[config.mk]
export PLATFORM = sky130hd
export DESIGN_NAME = time_base_ctrl_flat
export DESIGN_NICKNAME = d
export VERILOG_FILES = /design/src/rtl/tb_pkg.sv /design/src/rtl/time_base_ctrl_if.sv /design/src/rtl/accum_irq_ctrl.sv /design/src/rtl/time_base_ctrl.sv /design/src/flat_wrapper.sv
export SDC_FILE = /design/constraint.sdc
export NUM_CORES = 1
export LEC_CHECK = 0
export ABC_CLOCK_PERIOD_IN_PS = 2750
export CAP_MARGIN = 10
export CORE_AREA = 8 8 95 132
export CTS_CLUSTER_DIAMETER = 30
export CTS_CLUSTER_SIZE = 24
export DETAILED_ROUTE_END_ITERATION = 12
export DIE_AREA = 0 0 103 140
export DONT_BUFFER_PORTS = 1
export PLACE_DENSITY = 0.93
export SYNTH_ARGS = -nofsm -noshare
export SYNTH_HDL_FRONTEND = slang
export SYNTH_HIERARCHICAL = 1
export SYNTH_SLANG_ARGS = --single-unit
[constraint.sdc]
create_clock -name clk -period 2.75 [get_ports clk]
set_input_delay 0.275 -clock clk [delete_from_list [all_inputs] [get_ports clk]]
set_output_delay 0.275 -clock clk [all_outputs]
set_load 0.01 [all_outputs]
[src/rtl/tb_pkg.sv]
// tb_pkg: shared address codes, commit FSM states and default divide values for time_base_ctrl
package tb_pkg;
  typedef enum logic [1:0] {A_TIC = 2'd0, A_ACCUM = 2'd1, A_COMMIT = 2'd2, A_IRQ = 2'd3} addr_e;
  typedef enum logic {IDLE = 1'b0, ARMED = 1'b1} state_e;
  localparam logic [23:0] DEF_TIC = 24'h18FFFF;
  localparam logic [23:0] DEF_ACCUM = 24'h001FFF;
endpackage

[src/rtl/time_base_ctrl_if.sv]
// time_base_ctrl_if: host write bus (wr_en/wr_addr/wr_data from host, wr_ack back to host)
interface time_base_ctrl_if;
  logic wr_en;
  logic [1:0] wr_addr;
  logic [23:0] wr_data;
  logic wr_ack;
  modport master(output wr_en, wr_addr, wr_data, input wr_ack);
  modport slave(input wr_en, wr_addr, wr_data, output wr_ack);
endinterface

[src/rtl/accum_irq_ctrl.sv]
// accum_irq_ctrl: latched accumulation interrupt and saturating overrun counter
// ports: clk, rstn (sync, active-low), accum_enable, clr_irq, clr_ovr in; accum_irq, overrun_count out
module accum_irq_ctrl (
  input  logic       clk,
  input  logic       rstn,
  input  logic       accum_enable,
  input  logic       clr_irq,
  input  logic       clr_ovr,
  output logic       accum_irq,
  output logic [7:0] overrun_count
);
  // a same-cycle clear counts as servicing the old interrupt, so it suppresses the overrun
  always_ff @(posedge clk)
    if (!rstn) begin
      accum_irq <= 1'b0;
      overrun_count <= 8'd0;
    end else begin
      accum_irq <= accum_enable | (accum_irq & ~clr_irq);
      overrun_count <= clr_ovr ? 8'd0 :
                       (accum_enable & accum_irq & ~clr_irq & ~&overrun_count) ? overrun_count + 8'd1 :
                       overrun_count;
    end
endmodule

[src/rtl/time_base_ctrl.sv]
// time_base_ctrl: shadow/staged divide registers with TIC-aligned commit, IRQ block and TIC sequence counter
// ports: clk, rstn (sync, active-low), bus (host write bus, slave), pre_tic_enable, accum_enable in;
//        tic_divide, accum_divide, commit_busy, applied, accum_irq, overrun_count, tic_seq out
module time_base_ctrl
  import tb_pkg::*;
#(
  parameter logic [23:0] DEFAULT_TIC = DEF_TIC,
  parameter logic [23:0] DEFAULT_ACCUM = DEF_ACCUM
) (
  input  logic                clk,
  input  logic                rstn,
  time_base_ctrl_if.slave     bus,
  input  logic                pre_tic_enable,
  input  logic                accum_enable,
  output logic [23:0]         tic_divide,
  output logic [23:0]         accum_divide,
  output logic                commit_busy,
  output logic                applied,
  output logic                accum_irq,
  output logic [7:0]          overrun_count,
  output logic [15:0]         tic_seq
);
  state_e state, state_nx;
  logic [23:0] sh_tic, sh_acc, st_tic, st_acc;
  logic commit, imm, dfr, tic_apply;
  // any commit in the TIC cycle wins over the TIC, so the TIC only applies when no commit is present
  always_comb begin
    commit = bus.wr_en && bus.wr_addr == A_COMMIT;
    imm = commit && bus.wr_data[0];
    dfr = commit && !bus.wr_data[0];
    tic_apply = state == ARMED && pre_tic_enable && !commit;
    state_nx = dfr ? ARMED : (imm || tic_apply) ? IDLE : state;
  end
  always_ff @(posedge clk)
    if (!rstn) state <= IDLE;
    else state <= state_nx;
  always_ff @(posedge clk)
    if (!rstn) begin
      sh_tic <= DEFAULT_TIC;
      sh_acc <= DEFAULT_ACCUM;
      st_tic <= DEFAULT_TIC;
      st_acc <= DEFAULT_ACCUM;
      tic_divide <= DEFAULT_TIC;
      accum_divide <= DEFAULT_ACCUM;
      bus.wr_ack <= 1'b0;
      applied <= 1'b0;
      tic_seq <= 16'd0;
    end else begin
      bus.wr_ack <= bus.wr_en;
      applied <= imm | tic_apply;
      tic_seq <= tic_seq + {15'd0, pre_tic_enable};
      if (bus.wr_en && bus.wr_addr == A_TIC) sh_tic <= bus.wr_data;
      if (bus.wr_en && bus.wr_addr == A_ACCUM) sh_acc <= bus.wr_data;
      if (dfr) begin
        st_tic <= sh_tic;
        st_acc <= sh_acc;
      end
      if (imm) begin
        tic_divide <= sh_tic;
        accum_divide <= sh_acc;
      end else if (tic_apply) begin
        tic_divide <= st_tic;
        accum_divide <= st_acc;
      end
    end
  assign commit_busy = state == ARMED;
  accum_irq_ctrl u_irq (
    .clk(clk),
    .rstn(rstn),
    .accum_enable(accum_enable),
    .clr_irq(bus.wr_en && bus.wr_addr == A_IRQ && bus.wr_data[0]),
    .clr_ovr(bus.wr_en && bus.wr_addr == A_IRQ && bus.wr_data[1]),
    .accum_irq(accum_irq),
    .overrun_count(overrun_count)
  );
endmodule

[src/flat_wrapper.sv]
// flat-port wrapper written by rule: the top's interface ports become plain ports
module time_base_ctrl_flat import tb_pkg::*;
#(
  parameter logic [23:0] DEFAULT_TIC = DEF_TIC,
  parameter logic [23:0] DEFAULT_ACCUM = DEF_ACCUM
)
  (clk, rstn, pre_tic_enable, accum_enable, tic_divide, accum_divide, commit_busy, applied, accum_irq, overrun_count, tic_seq, bus_wr_en, bus_wr_addr, bus_wr_data, bus_wr_ack);
  time_base_ctrl_if bus_i ();
  input  logic clk;
  input  logic rstn;
  input  logic pre_tic_enable;
  input  logic accum_enable;
  output logic [23:0] tic_divide;
  output logic [23:0] accum_divide;
  output logic commit_busy;
  output logic applied;
  output logic accum_irq;
  output logic [7:0] overrun_count;
  output logic [15:0] tic_seq;
  input wire logic [$bits(bus_i.wr_en)-1:0] bus_wr_en;
  input wire logic [$bits(bus_i.wr_addr)-1:0] bus_wr_addr;
  input wire logic [$bits(bus_i.wr_data)-1:0] bus_wr_data;
  output wire logic [$bits(bus_i.wr_ack)-1:0] bus_wr_ack;
  assign bus_i.wr_en = bus_wr_en;
  assign bus_i.wr_addr = bus_wr_addr;
  assign bus_i.wr_data = bus_wr_data;
  assign bus_wr_ack = bus_i.wr_ack;
  time_base_ctrl #(.DEFAULT_TIC(DEFAULT_TIC), .DEFAULT_ACCUM(DEFAULT_ACCUM)) u_core (.clk(clk), .rstn(rstn), .bus(bus_i), .pre_tic_enable(pre_tic_enable), .accum_enable(accum_enable), .tic_divide(tic_divide), .accum_divide(accum_divide), .commit_busy(commit_busy), .applied(applied), .accum_irq(accum_irq), .overrun_count(overrun_count), .tic_seq(tic_seq));
endmodule
==> impl_metrics.tcl, run 1 <==
set metrics [dict create \
    cts_tree "yes" \
    cts_setup_buffers 0 \
    cts_made_buffers 17 \
    synthAdderAreaFrac_pct 0.715 \
    required_ns 3.08 \
    ant_nets 0 \
    final_common_cell "nand2_1" \
    r2r_setup_slack_ns 0.81 \
    synth_mux_area_share_pct 0.715 \
    final-seq-area_um2 3440 \
    dpl.hpwl_um 12000 \
    multiInputGateArea_um2 3190 \
    final.setup_skew_ns 0.00617 \
    fp.dieH_um 140 \
    endpoint "u_core/accum_divide[23]" \
    synth-warning-count 6 \
    grt_pass1_wl_um 32100 \
    yosysUniqueCellTypes 47 \
    cts_buffer_depth 2 \
    p_int_mw 4.06 \
    drc 0 \
    layout-drive-gt1-share_pct 6.25 \
    power_frac_comb_pct 5.8 \
    detail_route.iter0.violations 715 \
    rows 45 \
    synth_xor_area_share_pct 0.626 \
    nets 870 \
    status "finished, final reports clean" \
    mostFrequentLayoutCells "nand2_1, dfxtp_1, nor3_1" \
    clkPwrFrac_pct 44.7 \
    critPathKind "register to register" \
    pin_count 107 \
    antenna_found_initial 0 \
    grt_max_degree 95 \
    power.density_nw_per_um2 682 \
    synth_edf_count 0 \
    synthFlopType "dfxtp_1" \
    synth_top_area_share_pct 49.2 \
    numPlacedInstances 929 \
    die_x_um 103 \
    syn_inst 856 \
    synth_top_family_by_area "simple AND/OR/NAND/NOR gates" \
    syn_nets 891 \
    n_antenna_cell 0 \
    worstPathMaxFanout 32 \
    vias 6674 \
    clk_latency_ns 0.42 \
    power_leakage_nw 2.85 \
    slowest_stage "nand2_1" \
    syn_to_final_growth_pct 11.4 \
    vdd_drop_max_mv 0.574 \
    htreeDepth 4 \
    tns_ns 0 \
    wl_per_cell_um 21.1 \
    holdCritPathClass "primary input to register" \
    ys_top_cells_by_area "dfxtp_1, nand2_1, nor3_1" \
    hold_violations 0 \
    switching_share_pct 23.6 \
    ys_seq_elements 172 \
    worst_setup_path_end_kind "register" \
    grt_pass1_vias 6313 \
    async_reset_ff_share_pct 0 \
    maxCapViolCount 0 \
    grt_overflow 0 \
    setup_viol 0 \
    root_buffer "clkbuf_16" \
    crit_chain "and2_1, buf_4, nand2_1, a211oi_1" \
    path_clk_slew_ns 0.07 \
    crit_path_start_kind "register" \
    max_stage_delay_ns 0.49 \
    fmax_mhz 517 \
    rr_worst_depth 4 \
    critPathLaunch "u_core/commit_busy" \
    grt_use_total_pct 28.2 \
    wl_um 20900 \
    p_seq_share_pct 49.6 \
    n_fill_cell 744 \
    via_per_inst 6.75 \
    gp_congestion 0.838 \
    synth_seq_area_share_pct 49.2 \
    synth-compound-area-share_pct 11.7 \
    finalCritPeriodShare_pct 70.4 \
    switchingPower_mw 1.25 \
    rr_startpoint "u_core/commit_busy" \
    utilization_pct 73.6 \
    initial_utilization_pct 66.1 \
    rsz0062_at_grt "no" \
    critPathArrivalTime_ns 2.26 \
    synth_area_leader_cell "dfxtp_1" \
    syn_area_um2 7000 \
    die_area_um2 14400 \
    tightest_slew_ns 1.02 \
    reg2reg_to "u_core/accum_divide[23]" \
    synth-simple-area-share_pct 31.6 \
    finalNonFillerCells 989 \
    synth.avg_cell_area_um2 8.18 \
    clock_sinks 172 \
    io_buffers 0 \
    drt_pass1_iterations 6 \
    report.final.slew_viol_count 0 \
    min_period_ns 1.94 \
    slew_headroom_pct 31.6 \
    coreArea_um2 10600 \
]
==> worst max-delay path: cells and delay by family (launching register included) <==
| kind | cells | cell delay (ns) |
|---|---|---|
| AND/OR/NAND/NOR | 2 | 0.69 |
| buffers and inverters | 1 | 0.33 |
| flip-flops | 1 | 0.43 |
| AO/OA/AOI/OAI | 1 | 0.38 |
==> power by group through the flow <==
stage	logic [mW]	registers, mW	clock network [mW]
after floorplan	0.214	2.67	0
after CTS	0.292	2.63	2.39
after global placement	0.221	2.68	0
after detailed placement	0.232	2.69	0
final	0.306	2.64	2.38
after global routing	0.329	2.64	2.49
==> through the flow <==
stage               hold slack, ns  setup WS [ns]  area [um^2]  power (mW)
floorplan                    0.393           1.16         7000        2.88
global placement             0.366          0.938         6900        2.90
detailed placement           0.372          0.881         6900        2.92
CTS                       0.000525          0.850         7780        5.31
global route               0.00481          0.688         7790        5.45
finish                     0.00986          0.814         7790        5.32
==> logic make-up (layout without fill, tap and decap cells) <==
group / Yosys count / count (layout)
AO/OA/AOI/OAI: 126 / 126
XOR/XNOR: 5 / 5
adder cells (fa/ha/maj): 4 / 4
buffers and inverters: 80 / 72
flip-flops: 172 / 172
multiplexers: 5 / 5
AND/OR/NAND/NOR: 464 / 464
==> what timing repair did <==
item	4_1_cts	5_1_grt
endpoints found under the setup margin	0	0
hold buffers	27	1
hold endpoints to repair	80	1
gates resized for setup	0	0
==> sequential cells by signal (all words and copies together), names as in the netlist <==
register and cells:
u_core/u_irq/accum_irq 1, u_core/accum_divide 24, u_core/u_irq/overrun_count 8, u_core/tic_divide 24
u_core/st_acc 24, u_core/sh_tic 24, u_core/sh_acc 24, u_core/commit_busy 1
u_core/tic_seq 16, u_core/applied 1, u_core/st_tic 24, u_core/bus.wr_ack 1
==> cells in the mapped netlist (7+ instances only) <==
cell type and number:
a2111oi_0 28, a211oi_1 17, a21oi_1 46, buf_1 7, buf_2 23, clkbuf_1 40
dfxtp_1 172, nand2_1 204, nand3_1 71, nor2_1 29, nor3_1 83, nor4_1 35
o21ai_0 22
==> worst min-delay path by stage <==
stage                          from                 endpoint  slack, ns  depth (start not counted)
global placement               rstn        u_core/st_tic[20]       0.37                          1
floorplan                      rstn   u_core/u_irq/accum_irq       0.39                          1
CTS                            rstn  u_core/accum_divide[15]     0.0005                          2
finish               bus_wr_data[3]         u_core/sh_acc[3]       0.01                          2
global route        bus_wr_data[12]        u_core/sh_acc[12]      0.005                          2
detailed placement             rstn        u_core/st_tic[15]       0.37                          1
==> layer usage <==
layer  global-route usage (%)  share of wire (%)  vias up
met5                        0                  0        -
met4                     13.8                3.1        0
met3                     7.39                 12       59
met2                     47.9                 51      466
met1                     31.4                 34     3166
li1                         -                  -     2983
==> cell type report <==
class	instances	share of cell area (%)
Tap cell	141	2.26
Multi-Input combinational cell	604	40.9
Inverter	2	0.112
Clock buffer	19	5.81
Clock inverter	13	1.81
Sequential cell	172	44.2
Timing Repair Buffer	38	4.94
No activity file was read; power rests on OpenSTA's default activity.
==> inputs of run 2 (changes only) <==
- ABC_CLOCK_PERIOD_IN_PS: 2750 -> 1900
- CORE_AREA: 8 8 95 132 -> 8 8 99 136
- DIE_AREA: 0 0 103 140 -> 0 0 107 144
- PLACE_DENSITY: 0.93 -> 0.87
- clock period: 2.75 -> 1.9 ns (I/O delays scaled with it)
==> run 2 against run 1 <==
First-iteration DRC count shrank 4.1%; worst setup slack lost 0.56 ns; via count shrank 4.3%; register-to-register slack lost 0.56 ns; die area grew 6.9%; largest cell class unchanged.
==> impl_metrics.tcl, run 2 (synthesized netlist as in run 1, its figures left out) <==
set metrics [dict create \
    status "finished, final reports clean" \
    root_buffer "clkbuf_16" \
    critPathKind "register to register" \
    required_ns 2.25 \
    cts_made_buffers 17 \
    syn_to_final_growth_pct 13.9 \
    grt_overflow 0 \
    r2r_setup_slack_ns 0.26 \
    cts_resized 0 \
    maxCapViolCount 0 \
    cts_buffer_depth 2 \
    drc 0 \
    hold_violations 0 \
    die_x_um 107 \
    coreArea_um2 11600 \
    power.density_nw_per_um2 985 \
    fmax_mhz 608 \
    nets 878 \
    gp_congestion 0.818 \
    hold_path_end "u_core/tic_seq[0]" \
    clk_latency_ns 0.42 \
    power_leakage_nw 2.92 \
    rows 47 \
    slew_headroom_pct 61.4 \
    grt_pass1_wl_um 31000 \
    initial_utilization_pct 60.4 \
    drt_pass1_iterations 5 \
    tns_ns 0 \
    worstPathMaxFanout 6 \
    rsz0062_at_grt "no" \
    io_buffers 0 \
    cts_tree "yes" \
    tightest_slew_ns 0.580 \
    layout-drive-gt1-share_pct 7.36 \
    htreeDepth 4 \
    grt_use_total_pct 25.3 \
    n_antenna_cell 0 \
    critPathArrivalTime_ns 2.00 \
    via_per_inst 6.37 \
    detail_route.iter0.violations 686 \
    slowest_stage "or4_1" \
    finalCritPeriodShare_pct 86.6 \
    reg2reg_to "u_core/tic_seq[10]" \
    worst_setup_path_end_kind "register" \
    clock_sinks 172 \
    cts_setup_buffers 0 \
    grt_pass1_vias 5953 \
    wl_um 19300 \
    crit_chain "ha_1, ha_1, nand2_1, or4_1, a21oi_1" \
    hold_depth 2 \
    crit_path_start_kind "register" \
    pin_count 107 \
    path_clk_slew_ns 0.06 \
    report.final.slew_viol_count 0 \
    wl_per_cell_um 19.2 \
    grt_max_degree 91 \
    dpl.hpwl_um 11600 \
    setup_viol 0 \
    vdd_drop_max_mv 0.679 \
    fp.dieH_um 144 \
    hold_buffers 27 \
    final_common_cell "nand2_1" \
    crit_top_cell "ha_1" \
    vias 6387 \
    max_stage_delay_ns 0.52 \
    ant_nets 0 \
    die_area_um2 15400 \
    hp-start "pre_tic_enable" \
    final.setup_skew_ns 0.00764 \
    holdCritPathClass "primary input to register" \
    power_mw 7.85 \
    antenna_found_initial 0 \
    rr_startpoint "u_core/tic_seq[0]" \
    min_period_ns 1.64 \
    mostFrequentLayoutCells "nand2_1, dfxtp_1, nor3_1" \
    rr_worst_depth 5 \
]
run 2: metal layers:
metal / part of all wire (%) / global-route usage [%]
met2: 50 / 43.2
met1: 37 / 28.9
met3: 9.6 / 7.09
met5: 0 / 0
met4: 2.9 / 10.7
run 2: critical path: cells and delay by family (launching register included):
kind | cells | cell delay [ns]
compound gates | 1 | 0.15
fa+ha+maj | 2 | 0.44
flops | 1 | 0.33
simple gates | 2 | 0.65
run 2: final cells by class:
cell class / instances / area [um^2]
fill: 858 / 3610
sequential: 172 / 3440
multi-input combinational: 604 / 3190
timing repair buffer: 46 / 531
clock buffer: 20 / 457
tap: 147 / 184
clock inverter: 12 / 160
inverter: 2 / 10.0
run 2: through the flow:
| stage | instances | instance area (um^2) | utilization, % | worst slack (ns) | hold slack [ns] |
|---|---|---|---|---|---|
| 2_1_floorplan | 856 | 7000 | - | 0.310 | 0.308 |
| 3_3_place_gp | 944 | 7070 | 61.0 | 0.337 | 0.292 |
| 3_5_place_dp | 944 | 7070 | 61.0 | 0.263 | 0.299 |
| 4_1_cts | 1003 | 7970 | 68.8 | 0.249 | 0.000533 |
| 5_1_grt | 1003 | 7970 | 68.8 | 0.170 | 0.0112 |
| 6_report | 1003 | 7970 | 68.8 | 0.255 | 0.0110 |
run 2: worst max-delay path by stage:
stage	startpoint	endpoint	slack, ns	cells after the start
after floorplan	u_core/tic_seq[0]	u_core/tic_seq[10]	0.31	5
after global placement	u_core/tic_seq[0]	u_core/tic_seq[10]	0.34	5
after detailed placement	u_core/tic_seq[0]	u_core/tic_seq[10]	0.26	5
after CTS	u_core/tic_seq[0]	u_core/tic_seq[10]	0.25	5
after global routing	u_core/tic_seq[1]	u_core/tic_seq[10]	0.17	4
final	u_core/tic_seq[0]	u_core/tic_seq[10]	0.26	5
run 2: power by group:
group          switching (mW)  leakage, nW  total (mW)  internal, mW
Combinational           0.293         1.23       0.468         0.175
Sequential             0.0950         1.40        3.81          3.71
Clock                    1.43        0.290        3.58          2.15
